<file path="config.mk">
export PLATFORM = sky130hd
export DESIGN_NAME = ram_arbiter
export DESIGN_NICKNAME = d
export VERILOG_FILES = /design/src/rtl/ram_arbiter.sv
export SDC_FILE = /design/constraint.sdc
export NUM_CORES = 1
export LEC_CHECK = 0
export BUFFER_PORTS_ARGS = -buffer_cell sky130_fd_sc_hd__buf_2
export CORE_MARGIN = 2
export CORE_UTILIZATION = 53
export CTS_BUF_LIST = sky130_fd_sc_hd__clkbuf_8
export CTS_CLUSTER_SIZE = 30
export DETAILED_ROUTE_END_ITERATION = 16
export GPL_TIMING_DRIVEN = 1
export HOLD_SLACK_MARGIN = 0.05
export PLACE_DENSITY_LB_ADDON = 0.1
export REMOVE_ABC_BUFFERS = 1
export SLEW_MARGIN = 10
export SYNTH_ARGS = -nofsm -noshare
export SYNTH_HDL_FRONTEND = slang
export SYNTH_SLANG_ARGS = --single-unit
</file>
<file path="constraint.sdc">
create_clock -name clock -period 9.5 [get_ports clock]
set_clock_uncertainty 0.2 [all_clocks]
set_input_delay 0.475 -clock clock [delete_from_list [all_inputs] [get_ports clock]]
set_output_delay 0.475 -clock clock [all_outputs]
set_load 0.005 [all_outputs]
</file>
<file path="src/rtl/ram_arbiter.sv">
// ram_arbiter
//   Shares one single-port SPRAM (32-bit words) between an instruction-fetch
//   read port (A) and a load/store port (B). Partial-word stores are done as a
//   read-modify-write because the RAM only writes whole words. The bank bit of
//   the RAM address is held for the cycle after every read, because the RAM
//   selects its dataOut by the current address MSB.
//
// Ports
//   clock, resetN            single rising-edge clock, synchronous active-low reset
//   aValid/aAddress/aReady   port A read request handshake
//   aRespValid/aRdata        port A read response (one-cycle pulse, data held after)
//   bValid/bWrite/bStrobe/
//   bAddress/bWdata/bReady   port B load/store request handshake
//   bRespValid/bRdata        port B response (load data, or 0 for a store)
//   ramWriteEnable/ramAddress/
//   ramDataIn/ramDataOut     SPRAM interface; dataOut is valid the cycle after a read
module ram_arbiter #(
  parameter int ADDR_WIDTH     = 15,
  parameter bit FIXED_PRIORITY = 1'b0
) (
  input  logic                  clock,
  input  logic                  resetN,
  input  logic                  aValid,
  input  logic [ADDR_WIDTH-1:0] aAddress,
  output logic                  aReady,
  output logic                  aRespValid,
  output logic [31:0]           aRdata,
  input  logic                  bValid,
  input  logic                  bWrite,
  input  logic [3:0]            bStrobe,
  input  logic [ADDR_WIDTH-1:0] bAddress,
  input  logic [31:0]           bWdata,
  output logic                  bReady,
  output logic                  bRespValid,
  output logic [31:0]           bRdata,
  output logic                  ramWriteEnable,
  output logic [ADDR_WIDTH-1:0] ramAddress,
  output logic [31:0]           ramDataIn,
  input  logic [31:0]           ramDataOut
);

  localparam int BANK = ADDR_WIDTH - 1;

  typedef enum logic {
    IDLE,
    RMW_WRITE
  } stateType;

  stateType              state;
  stateType              nextState;
  logic                  rrPointerB;   // 1: B wins the next tie
  logic                  readPending;  // previous cycle was a RAM read
  logic                  pendingBank;  // bank of that read
  logic [ADDR_WIDTH-1:0] lastAddress;
  logic                  aRespValidQ;
  logic                  bRespValidQ;
  logic                  bRespIsLoad;
  logic [31:0]           aRdataHold;
  logic [31:0]           bRdataHold;
  logic [ADDR_WIDTH-1:0] rmwAddress;
  logic [31:0]           rmwData;
  logic [3:0]            rmwStrobe;

  logic pickA;
  logic pickB;
  logic winnerBank;
  logic bankOk;
  logic grantA;
  logic grantB;
  logic bFullStore;
  logic bPartialStore;

  assign bFullStore    = bWrite && (bStrobe == 4'hF);
  assign bPartialStore = bWrite && (bStrobe != 4'hF) && (bStrobe != 4'h0);

  // Arbitration picks a winner first; the bank hold then either lets that
  // winner through or stalls both ports, so a blocked winner retries next cycle.
  always_comb begin
    // NOTE: every always_comb output gets a default first so no path leaves it
    // unassigned; an unassigned path would infer a latch.
    pickA = 1'b0;
    pickB = 1'b0;
    if (state == IDLE) begin
      if (aValid && bValid) begin
        if (FIXED_PRIORITY || rrPointerB) pickB = 1'b1;
        else                              pickA = 1'b1;
      end else begin
        pickA = aValid;
        pickB = bValid;
      end
    end
  end

  assign winnerBank = pickB ? bAddress[BANK] : aAddress[BANK];
  assign bankOk     = !readPending || (winnerBank == pendingBank);
  assign grantA     = resetN && pickA && bankOk;
  assign grantB     = resetN && pickB && bankOk;

  // RAM drive: the RMW write owns the RAM, otherwise the granted port, otherwise
  // the address is held so the bank mux inside the RAM does not move.
  always_comb begin
    ramWriteEnable = 1'b0;
    ramAddress     = lastAddress;
    ramDataIn      = '0;
    if (state == RMW_WRITE) begin
      ramWriteEnable = 1'b1;
      ramAddress     = rmwAddress;
      for (int i = 0; i < 4; i++) begin
        ramDataIn[8*i +: 8] = rmwStrobe[i] ? rmwData[8*i +: 8] : ramDataOut[8*i +: 8];
      end
    end else if (grantA) begin
      ramAddress = aAddress;
    end else if (grantB) begin
      ramAddress = bAddress;
      if (bFullStore) begin
        ramWriteEnable = 1'b1;
        ramDataIn      = bWdata;
      end
    end
    // Reset wins combinationally so an in-flight RMW can never write.
    if (!resetN) begin
      ramWriteEnable = 1'b0;
      ramAddress     = '0;
      ramDataIn      = '0;
    end
  end

  always_comb begin
    nextState = IDLE;
    if (state == IDLE && grantB && bPartialStore) nextState = RMW_WRITE;
  end

  always_ff @(posedge clock) begin
    // NOTE: sequential state uses non-blocking assignments so every flop
    // samples the values from before this edge, independent of statement order.
    if (!resetN) begin
      state       <= IDLE;
      rrPointerB  <= 1'b0;
      readPending <= 1'b0;
      pendingBank <= 1'b0;
      lastAddress <= '0;
      aRespValidQ <= 1'b0;
      bRespValidQ <= 1'b0;
      bRespIsLoad <= 1'b0;
      aRdataHold  <= '0;
      bRdataHold  <= '0;
    end else begin
      state       <= nextState;
      lastAddress <= ramAddress;
      if (grantA || grantB) rrPointerB <= grantA;
      readPending <= grantA || (grantB && !bWrite) || (grantB && bPartialStore);
      pendingBank <= ramAddress[BANK];
      aRespValidQ <= grantA;
      bRespValidQ <= (grantB && !bPartialStore) || (state == RMW_WRITE);
      bRespIsLoad <= grantB && !bWrite;
      if (aRespValidQ) aRdataHold <= ramDataOut;
      if (bRespValidQ) bRdataHold <= bRespIsLoad ? ramDataOut : 32'h0;
    end
  end

  // NOTE: the RMW payload is only consumed in RMW_WRITE, which is always
  // entered through a capture, so these registers carry no reset.
  always_ff @(posedge clock) begin
    if (grantB && bPartialStore) begin
      rmwAddress <= bAddress;
      rmwData    <= bWdata;
      rmwStrobe  <= bStrobe;
    end
  end

  assign aReady     = grantA;
  assign bReady     = grantB;
  assign aRespValid = resetN && aRespValidQ;
  assign bRespValid = resetN && bRespValidQ;
  assign aRdata     = !resetN ? 32'h0 : (aRespValidQ ? ramDataOut : aRdataHold);
  assign bRdata     = !resetN ? 32'h0 :
                      (bRespValidQ ? (bRespIsLoad ? ramDataOut : 32'h0) : bRdataHold);

endmodule

</file>
* After elaboration in Yosys (flattened, before gate mapping)
Cells that the tools add are included.
Storage, ports and cells: flip-flop bits (word level) 137, output and inout port bits 116, word-level logic and storage cells 72
Operators by class: equality and inequality tests 3, muxes and demuxes 31, bitwise gates (word level) 1, reductions and logical operators 24
Operators with widths (count):
- $mux W32 | 10
- $mux W15 | 4
- $mux W8 | 4
- $logic_and A1 B1 Y1 | 15
- $mux W1 | 13
- $logic_or A1 B1 Y1 | 5
- $eq A4 B4 Y1 const B | 1
- $ne A4 B4 Y1 const B | 1
- $reduce_bool A4 Y1 | 1
- $logic_not A1 Y1 | 3
- $eq A1 B1 Y1 | 1
- $not A1 Y1 | 1

* Logic depth before layout (Yosys ltp)
Gate-level depths: netlist of the first run.
word-level depth 11, gate-level depth with buffers 7

* Least setup slack after synthesis of the first run
Ideal clock, no wire load.
path type input port to flip-flop, from in bAddress[14], to reg rmwAddress[0] (enable), arrival time 3361 ps, path slack 5479 ps, stages on the path 5, path through nor2b_1 -> o2111ai_1 -> nand3_1 -> clkbuf_1 -> nor2_1
On the way: word-level cells in the longest chain between the ends 5
Ends and longest elaborated chain:
- from (decl) | line 31 | input logic [ADDR_WIDTH-1:0] bAddress,
- $mux W1 | line 94 | assign winnerBank = pickB ? bAddress[BANK] : aAddress[BANK];
- $eq A1 B1 Y1 | line 95 | assign bankOk = !readPending || (winnerBank == pendingBank);
- $logic_or A1 B1 Y1 | line 95
- $logic_and A1 B1 Y1 | line 97 | assign grantB = resetN && pickB && bankOk;
- $logic_and A1 B1 Y1 | line 164 | if (grantB && bPartialStore) begin
- to (signal assigned) | line 165 | rmwAddress <= bAddress;
- to (decl) | line 60 | logic [ADDR_WIDTH-1:0] rmwAddress;
No other way between the ends. A chain may end at the register's enable or synchronous reset.

* Worst setup path in the final report of the first run
from in resetN, to out ramDataIn[28]
On the way: word-level cells in the longest chain between the ends 6, elaborated cells on any way between the ends 8, classes of those cells 4 x mux; 4 x reduce/logical
Ends and longest elaborated chain:
- from (decl) | line 22 | input logic resetN,
- $logic_and A1 B1 Y1 (2 in series) | line 97
- $mux W32 | line 113 | end else if (grantB) begin
- $mux W32 | line 111 | end else if (grantA) begin
- $mux W32 | line 105 | if (state == RMW_WRITE) begin
- $mux W32 (*) | line 121 | if (!resetN) begin
- to (decl) | line 38 | output logic [31:0] ramDataIn,
Mark *: on every way between the ends. The rest lies on a longest branch, timed or not.

==> results.json, run 1 <==
{
  "final_common_cell": "buf_2",
  "cpLargestDelayFamily": "simple AND/OR/NAND/NOR gates",
  "vias_per_cell": 5.54,
  "async_flop_share": 0,
  "synth_area_um2": 5770,
  "cp.arrival_ns": 3.49,
  "drt-total-wl_um": 15300,
  "ys_seq_area_frac": 0.561,
  "postCtsSetupBuffers": 0,
  "relSlewSlack": 0.232,
  "grt_usage": 0.263,
  "cp_common_cell": "buf_2",
  "final_nets": 848,
  "ir_drop_mv": 0.124,
  "avgSynthCellArea_um2": 11.7,
  "routed-via-count": 4972,
  "power_w": 0.00118,
  "setup_viol": 0,
  "ys.warnings.count": 0,
  "tritoncts": "done",
  "rsz0062_at_grt": "no",
  "clkSlewWorstSetupHoldPaths_ns": 0.07,
  "drive_gt1_frac": 0.356,
  "status": "finished, final reports clean",
  "power_leakage_nw": 3.33,
  "drt_iter0_markers": 362,
  "synth_edf_count": 51,
  "syn_inst": 494,
  "ys.flop_type": "dfxtp_1",
  "ys_top_cells_by_area": "dfxtp_1, edfxtp_1, mux2i_1, o221a_1, o2bb2ai_1",
  "clock_sinks": 136,
  "areaGrowthSynthToFinish_pct": 33.7,
  "wl_per_cell_um": 17.0,
  "core_area_um2": 10700,
  "cts_buffer_depth": 2,
  "endpoint_kind": "output port",
  "grt_max_degree": 70,
  "worst_pin_slew_ns": 1.15,
  "dr.pass1.iters": 5,
  "antenna_found_initial": 0,
  "dp_hpwl_um": 9840,
  "path_buf_inv": 3,
  "cap_violations": 0,
  "worstPathMaxFanout": 23,
  "period_needed_ns": 4.17,
  "grt_first_pass_wirelength_um": 23600,
  "worst_setup_path_start_kind": "primary input",
  "ys_ff_latch": 136,
  "grt_pass1_vias": 4843,
  "cp_cell_sequence": "buf_2, nor2b_1, and3_1, nand3_1, nor3_4, buf_4, o2bb2ai_1, buf_2",
  "die_x_um": 108,
  "htreeDepth": 4,
  "slowest_stage": "nor3_4",
  "overflow": 0,
  "yosys.area.top_type": "dfxtp_1",
  "critPathMaxStageDelay_ns": 0.87,
  "gp_congestion": 0.771,
  "critPathRequiredTime_ns": 8.83,
  "n_antenna_cell": 0,
  "synth_top_area_frac": 0.295,
  "pwr_density_cell_nw_per_um2": 153,
  "ioPinCount": 219,
  "cts_buffers": 17,
  "clockRootBuffer": "clkbuf_8",
  "die_area_um2": 11700,
  "critPathKind": "in2out",
  "final_cell_mix": "buf_2, dfxtp_1, mux2i_1",
  "min_period_over_period": 0.439,
  "fmax_mhz": 240,
  "initial_core_util": 0.537,
  "hold_viol": 0,
  "drc_errors": 0,
  "fillerInstances": 816,
  "ant_nets": 0,
  "hp-class": "in2reg",
  "clkLatencyLatePin_ns": 0.43,
  "setup_tns_ns": 0,
  "die_h_um": 108,
  "row_count": 38,
  "io_buffer_count": 218,
  "synthDistinctLibCells": 37,
  "maxSlewViolCount": 0
}
==> Yosys cell counts, drive strengths merged (4+ instances only) <==
library cell  instances
dfxtp                85
mux2i                64
edfxtp               51
o221a                44
nor2                 37
a21oi                35
nand2b               34
nand3                34
o2bb2ai              32
clkbuf               28
buf                  14
nand2                 6
nor2b                 4
==> routing by layer <==
| metal | vias up | share of wire | track usage |
|---|---|---|---|
| met4 | 0 | 0.026 | 0.118 |
| li1 | 2365 | - | - |
| met1 | 2344 | 0.41 | 0.302 |
| met5 | - | 0 | 0 |
| met3 | 29 | 0.077 | 0.0784 |
| met2 | 234 | 0.49 | 0.454 |
==> timing repair <==
| action | in CTS | in global routing |
|---|---|---|
| gates resized for setup | 0 | 0 |
| hold buffers | 51 | 0 |
| hold endpoints to repair | 51 | 0 |
==> sequential cells by signal, summed over array words and instances (netlist names) <==
signal / cells
rmwData: 32
bRespIsLoad: 1
rrPointerB: 1
bRdataHold: 32
bRespValidQ: 1
lastAddress: 14
rmwStrobe: 4
state: 1
pendingBank: 1
aRdataHold: 32
rmwAddress: 15
readPending: 1
aRespValidQ: 1
==> cell families (layout without fill, tap and decap cells) <==
family,count (synthesis),after routing,share of synthesized area
buffers and inverters,47,311,0.0360
multiplexers,65,65,0.113
AND/OR/NAND/NOR,126,126,0.113
flip-flops,136,136,0.561
AO/OA/AOI/OAI,120,120,0.177
==> area by class of cell <==
| cell class | count | area (um^2) | area share |
|---|---|---|---|
| repair buffers | 274 | 1640 | 0.213 |
| multi-input cells | 311 | 2340 | 0.303 |
| well taps | 140 | 175 | 0.0227 |
| clock buffers | 18 | 248 | 0.0321 |
| inverters | 5 | 18.8 | 0.00243 |
| flip-flops and latches | 136 | 3240 | 0.420 |
| clock inverters | 14 | 55.1 | 0.00714 |
==> power by group <==
group	switching [W]	internal, W
clock network	0.000200	0.000174
registers	0.0000198	0.000628
logic	0.0000738	0.0000799
total	0.000294	0.000882
==> metrics by stage <==
stage	hold WS, ns	utilization	instances	setup slack (ns)	cell area [um^2]
after CTS	0.0621	0.718	898	5.31	7710
final	0.0875	0.718	898	5.33	7710
after global routing	0.0675	0.718	898	5.11	7710
after floorplan	0.245	-	452	5.26	5580
after detailed placement	0.260	0.642	815	5.31	6900
after global placement	0.255	0.642	815	5.47	6900
==> worst paths after layout <==
check	from	to	slack (ns)	cells after the start
setup / recovery	resetN	ramDataIn[28]	5.33	8
hold / removal	bAddress[14]	rmwAddress[14]	0.09	1
setup reg to reg	state	rmwData[1]	6.18	5
hold reg to reg	bRdataHold[28]	bRdataHold[28]	0.27	2
(Power assumes the default switching activity.)
==> run 2: changes to the inputs <==
ABC_AREA = 1   (was default)
CORE_UTILIZATION = 47   (was 53)
clock period = 3.8 ns   (was 9.5 ns; I/O delays follow)
==> run 2 against run 1 <==
Against the previous run: critical path type is now reg2out; design area grew 14%; highest routed layer unchanged; global-route usage shrank 0.22 points; die area grew 22%; synthesized cell count grew 52%; core utilization shrank 4.8 points; worst hold slack gained 0.056 ns; register-to-register slack lost 5.2 ns; via count grew 26%; first-iteration DRC count grew 12%; non-clock buffer count grew 51; combinational power grew to 3.3 times the previous value; critical path depth grew 2.
==> results.json, run 2 <==
{
  "htreeDepth": 4,
  "tritoncts": "done",
  "clockPowerShare": 0.368,
  "drive_gt1_frac": 0.292,
  "endpoint_kind": "output port",
  "net-switching-power_w": 0.000861,
  "multiInputGateArea_um2": 2200,
  "die_h_um": 120,
  "grt_usage": 0.261,
  "row_count": 42,
  "cts_buffer_depth": 2,
  "overflow": 0,
  "core_area_um2": 13100,
  "ioPinCount": 219,
  "reg_top3": "aRdataHold (32), bRdataHold (32), rmwData (32)",
  "drc_errors": 0,
  "synth_top_area_frac": 0.271,
  "clkLatencyLatePin_ns": 0.44,
  "pwr_density_cell_nw_per_um2": 381,
  "areaGrowthSynthToFinish_pct": 40.3,
  "switching_share": 0.257,
  "relSlewSlack": 0.250,
  "syn_inst": 753,
  "die_x_um": 120,
  "setup_tns_ns": 0,
  "vias_per_cell": 5.07,
  "cts_buffers": 17,
  "cp.arrival_ns": 2.69,
  "antenna_found_initial": 0,
  "gp_congestion": 0.788,
  "ir_drop_mv": 0.254,
  "avgSynthCellArea_um2": 8.33,
  "drt_iter0_markers": 407,
  "drt-total-wl_um": 18700,
  "cap_violations": 0,
  "yosys.area.top_type": "dfxtp_1",
  "synth_area_um2": 6270,
  "critPathRequiredTime_ns": 3.41,
  "routed-via-count": 6256,
  "regArea_um2": 3230,
  "grt_first_pass_wirelength_um": 29600,
  "maxSlewViolCount": 0,
  "setup_viol": 0,
  "final_cell_mix": "buf_2, inv_1, a21oi_1",
  "ys_top_cells_by_area": "dfxtp_1, edfxtp_1, inv_1, a21oi_1, o21ai_0",
  "n_antenna_cell": 0,
  "io_buffer_count": 218,
  "timing.final.ws_setup_ns": 0.716,
  "dr.pass1.iters": 5,
  "stdcell_count": 1235,
  "final_nets": 1149,
  "grt_pass1_vias": 5960,
  "pwr-share-comb": 0.150,
  "power_leakage_nw": 4.00,
  "final_util": 0.670,
  "synthDistinctLibCells": 24,
  "status": "finished, final reports clean",
  "ys.flop_type": "dfxtp_1",
  "final_common_cell": "buf_2",
  "post-place-ws_ns": 0.948,
  "fillerInstances": 1093,
  "worst_setup_path_start_kind": "register",
  "hold_viol": 0,
  "period_needed_ns": 3.08,
  "rsz0062_at_grt": "no",
  "clock_sinks": 136,
  "fmax_mhz": 324,
  "clkSlewWorstSetupHoldPaths_ns": 0.07,
  "initial_core_util": 0.478,
  "critPathKind": "reg2out",
  "grt_max_degree": 68,
  "ant_nets": 0,
  "ys.warnings.count": 0,
  "dp_hpwl_um": 11400,
  "min_period_over_period": 0.812,
  "yosysMostFrequentCell": "inv_1",
  "wl_per_cell_um": 15.2,
  "cts_resized": 0,
  "power_w": 0.00335,
  "worstPathMaxFanout": 37,
  "seqPwrFrac": 0.482,
  "ys_ff_latch": 136,
  "async_flop_share": 0,
  "ys_seq_area_frac": 0.515,
  "synth_edf_count": 51,
  "synth_common_cells": "inv_1, a21oi_1, dfxtp_1, o21ai_0, nand3_1",
  "place_inst": 1104,
  "die_area_um2": 14300,
  "hp-class": "in2reg",
  "intPower_w": 0.00249,
  "clockRootBuffer": "clkbuf_8",
  "worst_pin_slew_ns": 1.12
}
[run 2: changes by cell type in the layout (fill, tap and decap cells not counted), moves of 29 or more]
cell | previous run | this run
nand2_1 | 6 | 40
o22ai_1 | 1 | 32
nand2b_1 | 34 | 0
inv_1 | 11 | 156
o2bb2ai_1 | 32 | 0
a21oi_1 | 35 | 108
mux2i_1 | 64 | 0
nand3_1 | 34 | 63
o21ai_0 | 1 | 80
dlygate4sd3_1 | 51 | 99
[run 2: area by class of cell]
| class | count | share of cell area |
|---|---|---|
| clock buffers | 20 | 0.0313 |
| clock inverters | 12 | 0.0149 |
| inverters | 159 | 0.0678 |
| multi-input cells | 407 | 0.250 |
| flip-flops and latches | 136 | 0.367 |
| well taps | 176 | 0.0250 |
| repair buffers | 325 | 0.243 |
[run 2: worst paths after layout]
check / start / end / slack, ns / depth (start not counted)
worst max register to register: rrPointerB / rmwData[3] / 0.98 / 8
worst max-delay path: rrPointerB / ramDataIn[31] / 0.72 / 10
worst min-delay path: bValid / lastAddress[10] / 0.14 / 6
worst min register to register: rrPointerB / rrPointerB / 0.33 / 2
[run 2: per-stage QoR]
stage	hold WS [ns]	area [um^2]
global route	0.167	8800
detailed placement	0.184	7400
floorplan	0.0889	6020
global placement	0.181	7400
CTS	0.126	8800
finish	0.143	8800
[run 2: kinds of logic (layout without fill, tap and decap cells)]
| logic type | count (synthesis) | count (layout) | share of synthesized area |
|---|---|---|---|
| buffers and inverters | 210 | 516 | 0.135 |
| and+or+nand+nor | 165 | 165 | 0.137 |
| DFF | 136 | 136 | 0.515 |
| AOI/OAI and AO/OA | 242 | 242 | 0.212 |
[run 2: worst max-delay path: stages, from the launching register on]
cell     delay [ns]
dfxtp_1        0.35
inv_1          0.06
nand2_1        0.10
nand2_2        0.10
nor2_4         0.39
nand2_4        0.22
inv_2          0.10
buf_4          0.44
nand3_1        0.13
a21oi_1        0.19
buf_2          0.16
[run 2: timing repair]
| item | 4_1_cts | 5_1_grt |
|---|---|---|
| endpoints found under the hold margin | 134 | 0 |
| hold buffers | 99 | 0 |
| buffers inserted | 0 | 0 |
| setup endpoints to repair | 0 | 0 |
[run 2: power by group through the flow]
stage | Combinational (W) | Sequential, W | Clock, W
6_report | 0.000502 | 0.00162 | 0.00123
5_1_grt | 0.000556 | 0.00162 | 0.00132
4_1_cts | 0.000498 | 0.00162 | 0.00125
3_5_place_dp | 0.000416 | 0.00165 | 0
3_3_place_gp | 0.000406 | 0.00165 | 0
2_1_floorplan | 0.000219 | 0.00164 | 0
[run 2: per-layer routing]
layer  routed length (um)  global-route usage  up-vias
met5                    0                   0        -
met4                  370               0.109        0
met3                 1210              0.0575       30
met2                 9200               0.438      231
met1                 7940               0.325     2919
li1                     -                   -     3076
==> run 3: changes to the inputs <==
CORE_UTILIZATION = 52   (was 47)
clock period = 2.9 ns   (was 3.8 ns; I/O delays follow)
==> run 3 against run 2 <==
Against the previous run: largest cell class unchanged; power is 29% higher; sequential share of layout area fell by 0.79 points; die area is 9.3% lower; core utilization rose by 8.5 points; non-clock buffer count is 24 higher.
==> results.json, run 3 (synthesis results as in run 2) <==
{
  "grt_max_degree": 68,
  "worstPathMaxFanout": 18,
  "maxSlewViolCount": 0,
  "grt_first_pass_wirelength_um": 30700,
  "final_common_cell": "buf_2",
  "power_leakage_nw": 4.13,
  "die_x_um": 114,
  "dr.pass1.iters": 5,
  "vias_per_cell": 5.28,
  "ant_nets": 0,
  "core_area_um2": 11900,
  "clockRootBuffer": "clkbuf_8",
  "clock_sinks": 136,
  "min_period_over_period": 0.945,
  "antenna_found_initial": 0,
  "critPathRequiredTime_ns": 2.56,
  "worst_pin_slew_ns": 0.877,
  "fmax_mhz": 365,
  "io_buffer_count": 218,
  "drt_iter0_markers": 431,
  "cts_buffers": 17,
  "period_needed_ns": 2.74,
  "relSlewSlack": 0.415,
  "die_h_um": 114,
  "cap_violations": 0,
  "final_cell_mix": "buf_2, inv_1, dlygate4sd3_1",
  "die_area_um2": 13000,
  "pwr_density_cell_nw_per_um2": 479,
  "ir_drop_mv": 0.312,
  "pwr-share-comb": 0.171,
  "path_buf_inv": 4,
  "wl_per_cell_um": 16.1,
  "critPathLaunch": "rrPointerB",
  "grt.busiest_layer": "met2",
  "hp-class": "in2reg",
  "htreeDepth": 4,
  "cp_cell_sequence": "inv_1, nand2_1, nand2_2, nand2_1, nand3_1, nand3_4, nand2_4, inv_2, buf_6, nand3_1, a21oi_1, buf_2",
  "grt_pass1_vias": 6325,
  "cts_buffer_depth": 2,
  "drt-total-wl_um": 19800,
  "areaGrowthSynthToFinish_pct": 43.4,
  "routed-via-count": 6484,
  "ioPinCount": 219,
  "tritoncts": "done",
  "clockPowerShare": 0.340,
  "seqPwrFrac": 0.489,
  "rsz0062_at_grt": "no",
  "overflow": 0,
  "grt_use_met1": 0.359,
  "regArea_um2": 3230,
  "grt_usage": 0.303,
  "multiInputGateArea_um2": 2210,
  "intPower_w": 0.00320,
  "hp-start": "bValid",
  "cpLargestDelayFamily": "simple AND/OR/NAND/NOR gates",
  "hold_viol": 0,
  "net-switching-power_w": 0.00111,
  "grt_use_met2": 0.519,
  "switching_share": 0.257,
  "clkLatencyLatePin_ns": 0.44,
  "n_antenna_cell": 0,
  "drc_errors": 0,
  "r2r-start": "rrPointerB",
  "cp.arrival_ns": 2.39,
  "reg_top3": "aRdataHold (32), bRdataHold (32), rmwData (32)",
  "drive_gt1_frac": 0.290,
  "critPathKind": "reg2out",
  "dp_hpwl_um": 11800,
  "setup_tns_ns": 0,
  "row_count": 40,
  "clkSlewWorstSetupHoldPaths_ns": 0.07,
  "endpoint_kind": "output port",
  "power_w": 0.00431,
  "setup_viol": 0,
  "grt_util_met3": 0.0648,
  "initial_core_util": 0.527,
  "slowest_stage": "dfxtp_1",
  "critPathMaxStageDelay_ns": 0.35,
  "fillerInstances": 880,
  "worst_setup_path_start_kind": "register",
  "final_nets": 1173,
  "status": "finished, final reports clean",
  "gp_congestion": 0.845
}
run 3: cell types whose count changed in the layout (fill, tap and decap cells not counted), sizes merged:
cell | previous run | this run
bufinv | 3 | 1
dlygate4sd3 | 99 | 114
clkinv | 7 | 1
clkbuf | 20 | 23
buf | 226 | 235
inv | 161 | 165
run 3: final timing paths:
kind / cells after the start / slack (ns) / to
setup / recovery: 12 / 0.16 / ramDataIn[0]
hold / removal: 4 / 0.1 / aRespValidQ
setup reg to reg: 12 / 0.41 / lastAddress[13]
hold reg to reg: 2 / 0.32 / rrPointerB
run 3: power groups by stage:
stage | Combinational, W | Clock [W] | Sequential, W
global route | 0.000803 | 0.00157 | 0.00212
global placement | 0.000554 | 0 | 0.00215
floorplan | 0.000286 | 0 | 0.00215
finish | 0.000736 | 0.00146 | 0.00211
CTS | 0.000706 | 0.00148 | 0.00211
detailed placement | 0.000570 | 0 | 0.00215
run 3: repair_timing:
action,4_1_cts,5_1_grt
gates resized for setup,0,4
hold buffers,114,0
setup endpoints to repair,0,48
hold endpoints to repair,134,0
setup buffers,0,2
run 3: area by class of cell:
type,count,share of cell area
clock buffer,23,0.0352
clock inverter,8,0.00640
inverter,159,0.0663
multi-input combinational,407,0.246
sequential,136,0.360
tap,147,0.0204
timing repair buffer,349,0.266
run 3: per-layer routing:
| metal | share of wire | wire length, um |
|---|---|---|
| met5 | 0 | 0 |
| met4 | 0.036 | 707 |
| met3 | 0.068 | 1340 |
| met2 | 0.50 | 9790 |
| met1 | 0.40 | 7920 |
run 3: through the flow:
stage                     utilization  cell area (um^2)  worst slack (ns)  std cells  hold WS [ns]
final                           0.755              9000             0.161       1229        0.0978
after global routing            0.755              9000            0.0396       1229         0.115
after CTS                       0.752              8960           0.00970       1227         0.202
after detailed placement        0.625              7450             0.403       1082         0.139
after global placement          0.625              7450             0.496       1082         0.137
after floorplan                     -              6020            -0.933        702        0.0439
run 3: worst min-delay path, stage by stage:
cell,delay (ns)
buf_2,0.10
a21oi_2,0.14
nand2_4,0.23
inv_1,0.06
